### src/rtl/aes_host_sequencer.sv
// -----------------------------------------------------------------------------
// aes_host_sequencer
//   Upstream command stage for the AES core. Takes one request (mode, key,
//   block) over valid/ready. It drives the core's address/data_in bus through
//   config -> key -> init -> block -> next, then polls status. It reads the 16
//   result bytes from data_out and returns the 128-bit result over valid/ready.
//
// Parameters
//   TIMEOUT_CYCLES  poll cycles in WRDY/WVLD before an abort (timeout build only)
//   RD_LAT          cycles from aes_address=RESULT to first valid result byte
//
// Ports
//   clk, rst_n                  clock (rising edge), async active-low reset
//   cmd_valid/cmd_ready         request handshake (ready only in IDLE)
//   cmd_encdec, cmd_keylen      1=encrypt / 0=decrypt, 0=AES-128 / 1=AES-256
//   cmd_key[255:0]              key, MSB first (AES-128 uses [255:128])
//   cmd_block[127:0]            input block, MSB first
//   res_valid/res_ready         result handshake, result held until accepted
//   res_data[127:0]             result, byte0 = [127:120]
//   res_err                     1 = operation aborted by poll timeout
//   busy                        high in every state except IDLE
//   aes_address, aes_data_in    command bus to the AES core
//   aes_data_out                status / result byte from the AES core
//
// Configuration macro
//   AES_SEQ_TIMEOUT_EN  defined: a 16-bit poll counter aborts WRDY/WVLD after
//                       TIMEOUT_CYCLES cycles (res_err=1, res_data=0).
//                       undefined: polls wait forever, res_err is tied 0.
// -----------------------------------------------------------------------------
module aes_host_sequencer #(
   parameter int TIMEOUT_CYCLES = 1024,
   parameter int RD_LAT         = 1
) (
   input  logic         clk,
   input  logic         rst_n,
   input  logic         cmd_valid,
   output logic         cmd_ready,
   input  logic         cmd_encdec,
   input  logic         cmd_keylen,
   input  logic [255:0] cmd_key,
   input  logic [127:0] cmd_block,
   output logic         res_valid,
   input  logic         res_ready,
   output logic [127:0] res_data,
   output logic         res_err,
   output logic         busy,
   output logic [3:0]   aes_address,
   output logic [15:0]  aes_data_in,
   input  logic [7:0]   aes_data_out
);

   localparam int RD_CYCLES = 16 + RD_LAT;
   localparam int RD_W      = $clog2(RD_CYCLES);
   localparam logic [RD_W-1:0] RD_FIRST = RD_W'(RD_LAT);
   localparam logic [RD_W-1:0] RD_LAST  = RD_W'(RD_CYCLES - 1);

   localparam logic [3:0] ADDR_IDLE   = 4'h0;
   localparam logic [3:0] ADDR_CFG    = 4'h1;
   localparam logic [3:0] ADDR_KEY    = 4'h2;
   localparam logic [3:0] ADDR_BLOCK  = 4'h3;
   localparam logic [3:0] ADDR_STATUS = 4'h5;
   localparam logic [3:0] ADDR_CTRL   = 4'h6;
   localparam logic [3:0] ADDR_RESULT = 4'h7;

   typedef enum logic [3:0] {
      S_IDLE, S_CFG, S_KEY, S_INIT, S_WRDY, S_BLK, S_NEXT, S_WVLD, S_READ, S_DONE
   } state_t;

   state_t          state_q, state_d;
   logic [3:0]      wcnt_q, wcnt_d;
   logic [RD_W-1:0] rcnt_q, rcnt_d;
   logic            keylen_q;
   logic [255:0]    key_q;
   logic [127:0]    block_q;
   logic [127:0]    res_data_q;
   logic [3:0]      addr_q, addr_d;
   logic [15:0]     din_q, din_d;
   logic            cmd_ready_q, busy_q, res_valid_q;
   logic            handshake;
   logic            poll_expired;
   logic [3:0]      key_last;

   // Word views of the latched key/block; word 0 is the most significant.
   logic [15:0] key_words [16];
   logic [15:0] blk_words [8];

   genvar gi;
   generate
      for (gi = 0; gi < 16; gi++) begin : g_key_words
         assign key_words[gi] = key_q[255-16*gi -: 16];
      end
      for (gi = 0; gi < 8; gi++) begin : g_blk_words
         assign blk_words[gi] = block_q[127-16*gi -: 16];
      end
   endgenerate

   assign handshake = cmd_valid && cmd_ready_q;
   assign key_last  = keylen_q ? 4'd15 : 4'd7;

   // ---------------------------------------------------------------------------
   // Next-state logic
   // ---------------------------------------------------------------------------
   always_comb begin
      state_d = state_q;
      wcnt_d  = wcnt_q;
      rcnt_d  = rcnt_q;
      case (state_q)
         S_IDLE: if (handshake) state_d = S_CFG;
         S_CFG:  state_d = S_KEY;
         S_KEY: begin
            if (wcnt_q == key_last) state_d = S_INIT;
            else                    wcnt_d  = wcnt_q + 4'd1;
         end
         S_INIT: state_d = S_WRDY;
         S_WRDY: begin
            if (aes_data_out[0])   state_d = S_BLK;
            else if (poll_expired) state_d = S_DONE;
         end
         S_BLK: begin
            if (wcnt_q == 4'd7) state_d = S_NEXT;
            else                wcnt_d  = wcnt_q + 4'd1;
         end
         S_NEXT: state_d = S_WVLD;
         S_WVLD: begin
            if (aes_data_out[1])   state_d = S_READ;
            else if (poll_expired) state_d = S_DONE;
         end
         S_READ: begin
            if (rcnt_q == RD_LAST) state_d = S_DONE;
            else                   rcnt_d  = rcnt_q + 1'b1;
         end
         S_DONE: if (res_ready) state_d = S_IDLE;
         default: state_d = S_IDLE;
      endcase
      // Counters restart on every state entry so each state sees word 0 first.
      if (state_d != state_q) begin
         wcnt_d = '0;
         rcnt_d = '0;
      end
   end

   // ---------------------------------------------------------------------------
   // Output decode from the next state, so the bus is registered and lines up
   // with the state it belongs to. CFG is only ever entered on the handshake
   // edge, so its data comes straight from the request inputs.
   // ---------------------------------------------------------------------------
   always_comb begin
      addr_d = ADDR_IDLE;
      din_d  = 16'h0000;
      case (state_d)
         S_CFG: begin
            addr_d = ADDR_CFG;
            din_d  = {14'b0, cmd_keylen, cmd_encdec};
         end
         S_KEY: begin
            addr_d = ADDR_KEY;
            din_d  = key_words[wcnt_d];
         end
         S_INIT: begin
            addr_d = ADDR_CTRL;
            din_d  = 16'h0001;
         end
         S_WRDY: addr_d = ADDR_STATUS;
         S_BLK: begin
            addr_d = ADDR_BLOCK;
            din_d  = blk_words[wcnt_d[2:0]];
         end
         S_NEXT: begin
            addr_d = ADDR_CTRL;
            din_d  = 16'h0002;
         end
         S_WVLD: addr_d = ADDR_STATUS;
         S_READ: addr_d = ADDR_RESULT;
         default: begin
            addr_d = ADDR_IDLE;
            din_d  = 16'h0000;
         end
      endcase
   end

   always_ff @(posedge clk or negedge rst_n) begin
      if (!rst_n) begin
         state_q     <= S_IDLE;
         wcnt_q      <= '0;
         rcnt_q      <= '0;
         keylen_q    <= 1'b0;
         key_q       <= '0;
         block_q     <= '0;
         res_data_q  <= '0;
         addr_q      <= ADDR_IDLE;
         din_q       <= '0;
         cmd_ready_q <= 1'b0;
         busy_q      <= 1'b0;
         res_valid_q <= 1'b0;
      end else begin
         state_q     <= state_d;
         wcnt_q      <= wcnt_d;
         rcnt_q      <= rcnt_d;
         addr_q      <= addr_d;
         din_q       <= din_d;
         cmd_ready_q <= (state_d == S_IDLE);
         busy_q      <= (state_d != S_IDLE);
         res_valid_q <= (state_d == S_DONE);
         if (handshake) begin
            keylen_q <= cmd_keylen;
            key_q    <= cmd_key;
            block_q  <= cmd_block;
         end
         // Bytes arrive MSB first; shifting them in leaves byte0 at the top.
         if (state_q == S_READ && rcnt_q >= RD_FIRST) begin
            res_data_q <= {res_data_q[119:0], aes_data_out};
         end else if (state_d == S_DONE && (state_q == S_WRDY || state_q == S_WVLD)) begin
            res_data_q <= '0;
         end
      end
   end

`ifdef AES_SEQ_TIMEOUT_EN
   logic [15:0] poll_q, poll_d;
   logic        err_q;

   // The count equals the number of completed poll cycles in this state.
   assign poll_expired = (poll_q == 16'(TIMEOUT_CYCLES - 1));

   always_comb begin
      poll_d = '0;
      if (state_d == state_q && (state_q == S_WRDY || state_q == S_WVLD)) begin
         poll_d = poll_q + 16'd1;
      end
   end

   always_ff @(posedge clk or negedge rst_n) begin
      if (!rst_n) begin
         poll_q <= '0;
         err_q  <= 1'b0;
      end else begin
         poll_q <= poll_d;
         // Any entry into DONE other than from READ is an abort.
         if (state_d == S_DONE && state_q != S_DONE) begin
            err_q <= (state_q != S_READ);
         end
      end
   end

   assign res_err = err_q;
`else
   // No abort path: polls wait indefinitely. The parameter stays referenced so
   // both builds share one interface; a non-positive limit is meaningless.
   assign poll_expired = (TIMEOUT_CYCLES < 1);
   assign res_err      = 1'b0;
`endif

   assign cmd_ready   = cmd_ready_q;
   assign busy        = busy_q;
   assign res_valid   = res_valid_q;
   assign res_data    = res_data_q;
   assign aes_address = addr_q;
   assign aes_data_in = din_q;

endmodule

### config.mk
export PLATFORM = sky130hd
export DESIGN_NAME = aes_host_sequencer
export DESIGN_NICKNAME = d
export VERILOG_FILES = /design/src/rtl/aes_host_sequencer.sv
export SDC_FILE = /design/constraint.sdc
export NUM_CORES = 1
export LEC_CHECK = 0
export CORE_ASPECT_RATIO = 1.2
export CORE_MARGIN = 3
export CORE_UTILIZATION = 30
export CTS_CLUSTER_SIZE = 8
export DETAILED_ROUTE_END_ITERATION = 10
export SLEW_MARGIN = 10
export SYNTH_ARGS = -nofsm -noshare
export SYNTH_HDL_FRONTEND = slang
export SYNTH_SLANG_ARGS = --single-unit
### constraint.sdc
create_clock -name clk -period 4.5 [get_ports clk]
set_input_delay 0.675 -clock clk [delete_from_list [all_inputs] [get_ports clk]]
set_output_delay 0.675 -clock clk [all_outputs]
set_load 0.1 [all_outputs]
==> results.txt, run 1 <==
- Fraction of registers with async set/reset: between 90% and 100%
- Detailed placement finished with a half-perimeter wire length of 66300 um.
- IO Port Bufs: 547
- The largest total area in the synthesized netlist belongs to dfrtp_1.
* Clk network pwr share: around 26%
- Required time of the critical path: approximately 5000 ps
- Top-Level Pins: 550
- Unrepaired setup endpoints after global routing: no
- After synthesis, the cell types taking the most area are dfrtp_1 (57%), mux2_2 (25%), nand2_1 (4.1%).
- Clk_skew: 24.0 ps
- Endpoint arrival time on the critical path: approximately 4600 ps
* Proportion of synthesized chip area in sequential cells: 57.0%
* Power per cell area: 618 nW/um2
* Worst Setup Path Type: register to register
- Yosys printed 0 warnings.
- First-pass DRT Iterations: 5
- After technology mapping, the gate count stands at roughly 1900.
* Number of synthesized register bits: between 500 and 600
- Across the run, the number of max-cap violations was 0.
- The worst setup path is captured at a register.
- Placed instance count: 3367
- Antenna violations before repair: 35
* Slew HR: 21.2%
* Clock edge transition at the registers on the reported setup and hold paths: 50 ps
* Commonest non-fill, non-tap cells in the layout: dfrtp_1 (548), clkdlybuf4s50_1 (546), mux2_2 (526)
* Setup Buffers After CTS: 0
- Of the total power, the share spent switching nets is 35.5%.
- Maximum number of pins on one net before global-route repair: 162
- Post-Layout Cell Count: between 3000 and 4000
* Maximum ir drop on the vdd rail: 0.298 mV
- Number of cells traversed by the worst register-to-register path: 11
- Vias in the first global route: 18900
* Endpoints failing setup: 0
* Hold-fix buffer count after cts: 0
- In this run, CTS created clock tree buffers numbering a little under 80.
- Fraction of final layout cells with drive strength greater than 1: 28.1%
- Layout net count: 2814
* Time the worst path needs with I/O delays and setup: 4100 ps
- Once the floorplan was initialized, standard cells occupied 30.3% of the core.
- Hold timing on the final database bottoms out at a slack of 115 ps.
- Registers take approximately 14000 um2.
* Clock Root Buffer: clkbuf_16
- Die outline area: between 80000 and 90000 um2
* Number of flops mapped to enable cells by yosys: 0
* Leakage component of the power: 13.9 nW
* Number of nets with antenna violations after detailed routing: 0
- Summed over its instances, the top area cell type makes up 57.0% of the synthesized netlist area.
* Clock H-tree levels: 3
* Fin util: 41.5%
* Count of endpoints failing hold in the final timing report: 0
* Startpoint type of the worst setup path: register
- Drt drc: 0
- The first global-routing pass estimated 128000 um of wire.
- In the final layout, the multi-input gates occupy 9810 um2.
- Cell area after synthesis: 24100 um2
* Average cell area after synthesis: 12.9 um2
- Share of the clock period used by the worst path: 91.2%
- Ys flop type: dfrtp_1
- Total power: 20.4 mW
- Max frequency: 244 MHz
* Num rows: 113
* 1st-iter DRT viols: 1236
- After detailed routing, the average wire length per cell comes to 25.4 um.
- Summed over all nets, the switching power comes to between 7 and 8 mW.
- Routability-driven placement finished with a final weighted congestion of 0.866.
* Horizontal extent of the die: 264 um
* Area grow syn2layout: 37.0%
- Global-route total usage across every layer: 20.7%
- TritonCTS built the clock tree.
* Fin. max-slew vios: 0
- At the pin with the least slew margin, the transition time is roughly 1200 ps.
- Gates resized during post-CTS repair numbered 0.
- Flop-to-flop setup slack: approximately 400 ps
- Remaining global-route overflow: 0
* Internal cell power: between 10 and 15 mW
- Critical R2R Launch: state_q[1]
* Total length of routed wires: 88400 um
- Critical Path Source: state_q[1]
* Core box area: 79300 um2
* Fillers: 7327
- Count of distinct cell types in the synthesized netlist: 72
- The routed layout has 17700 vias.
* Clock latency on the worst-skew pair: 610 ps
- The most critical setup path has its endpoint at aes_data_in[0].
- From bottom edge to top edge, the die measures 316 um.
- Ratio of routed vias to standard cells: between 5 and 6
- Counting every sink on the clock net gives 548.
- Clock Tree Buf Depth: 3
- Summed over all failing endpoints, the final setup total negative slack is 0 ps.
* Worst-path fanout max: 19
* Most common library cell in the layout ignoring fill and taps: dfrtp_1
- The run finished with clean final reports.
- Combinational logic is responsible for 34.8% of the overall power.
* Worst hold path class: input port to asynchronous set/reset pin
* Share of power burned in registers: 39.4%
- Reg2Reg Capture Point: aes_data_in[0]
==> metrics by stage <==
step | setup WS, ps | instance area, um2
final | 396 | 32900
after global routing | 173 | 32900
after CTS | 505 | 32900
after detailed placement | 61.2 | 30800
after global placement | 96.9 | 30800
after floorplan | 847 | 24100
==> layer usage <==
layer,GRT usage [%],share of wire [%]
met1,24.8,40
met2,34.7,48
met3,6.12,7.7
met4,9.14,4.0
met5,0,0.16
==> power by group through the flow <==
stage                     sequential (mW)  combinational (mW)  clock [mW]
final                                8.03                7.09        5.25
after global placement               8.04                7.02           0
after CTS                            8.02                7.16        5.42
after floorplan                      7.97                4.29           0
after detailed placement             8.07                7.13           0
after global routing                 8.22                7.63        5.60
==> worst max-delay path, cell delays in order, from the launching register on <==
cell,delay [ps]
dfrtp_1,590
or4b_1,540
nor3_2,410
nor4_1,110
a21boi_1,440
o211ai_4,200
inv_2,170
buf_4,280
a21oi_1,100
a2111oi_0,760
a2111oi_0,250
o211ai_1,160
==> state kept, by name, summed over array words and instances (netlist names) <==
| name | cells |
|---|---|
| aes_address | 3 |
| aes_data_in | 16 |
| blk_words | 128 |
| busy | 1 |
| cmd_ready | 1 |
| key_q | 256 |
| keylen_q | 1 |
| rcnt_q | 5 |
| res_data | 128 |
| res_valid | 1 |
| state_q | 4 |
| wcnt_q | 4 |
==> synth_stat cells, types with 6 or more instances <==
| cell | count |
|---|---|
| a311o_1 | 16 |
| inv_1 | 11 |
| a31oi_1 | 21 |
| o21ai_0 | 36 |
| dfrtp_1 | 548 |
| a311oi_1 | 14 |
| a21oi_1 | 39 |
| o221ai_1 | 13 |
| buf_1 | 8 |
| nand2_1 | 264 |
| a221oi_1 | 14 |
| a32o_1 | 38 |
| buf_2 | 19 |
| mux2_2 | 525 |
| clkbuf_1 | 96 |
| nor2_1 | 28 |
| and3_1 | 6 |
| nand3_1 | 37 |
| mux2i_1 | 23 |
| o211ai_1 | 17 |
==> worst min path at each step <==
stage | startpoint | end | slack (ps) | cells after the start
6_report | rst_n | res_data[124] | 110 | 1
5_1_grt | rst_n | res_data[124] | 150 | 1
4_1_cts | rst_n | res_data[124] | 110 | 1
3_5_place_dp | key_q[119] | key_q[119] | 490 | 1
3_3_place_gp | blk_words[74] | blk_words[74] | 480 | 1
2_1_floorplan | rst_n | aes_address[0] | 380 | 0
==> cells by family (layout without fill, tap and decap cells) <==
group / Yosys count / count (layout) / synth area share [%]
adder cells (fa/ha/maj): 4 / 4 / 0.208
multiplexers: 552 / 552 / 25.7
other: 1 / 25 / 0.0156
XOR/XNOR: 6 / 6 / 0.250
AO/OA/AOI/OAI: 243 / 243 / 7.64
buffers and inverters: 143 / 690 / 2.48
flip-flops: 548 / 548 / 57.0
AND/OR/NAND/NOR: 373 / 373 / 6.67
==> final cells by class <==
class / instances / share of cell area, %
timing repair buffer: 591 / 18.0
inverter: 13 / 0.156
sequential: 548 / 41.6
clock inverter: 4 / 0.141
tap: 1035 / 3.93
multi-input combinational: 1180 / 29.8
clock buffer: 82 / 6.16
antenna: 23 / 0.175
Note: power is estimated with default switching activity, not from simulation.
==> run 2, diff against run 1 <==
- HOLD_SLACK_MARGIN: not set -> 0.03
==> results of run 2 <==
Final layout, timing and power as in run 1 (identical DEF).
==> run 3, diff against run 2 <==
- TNS_END_PERCENT: not set -> 10
==> results of run 3 <==
Final layout, timing and power as in run 1 (identical DEF).
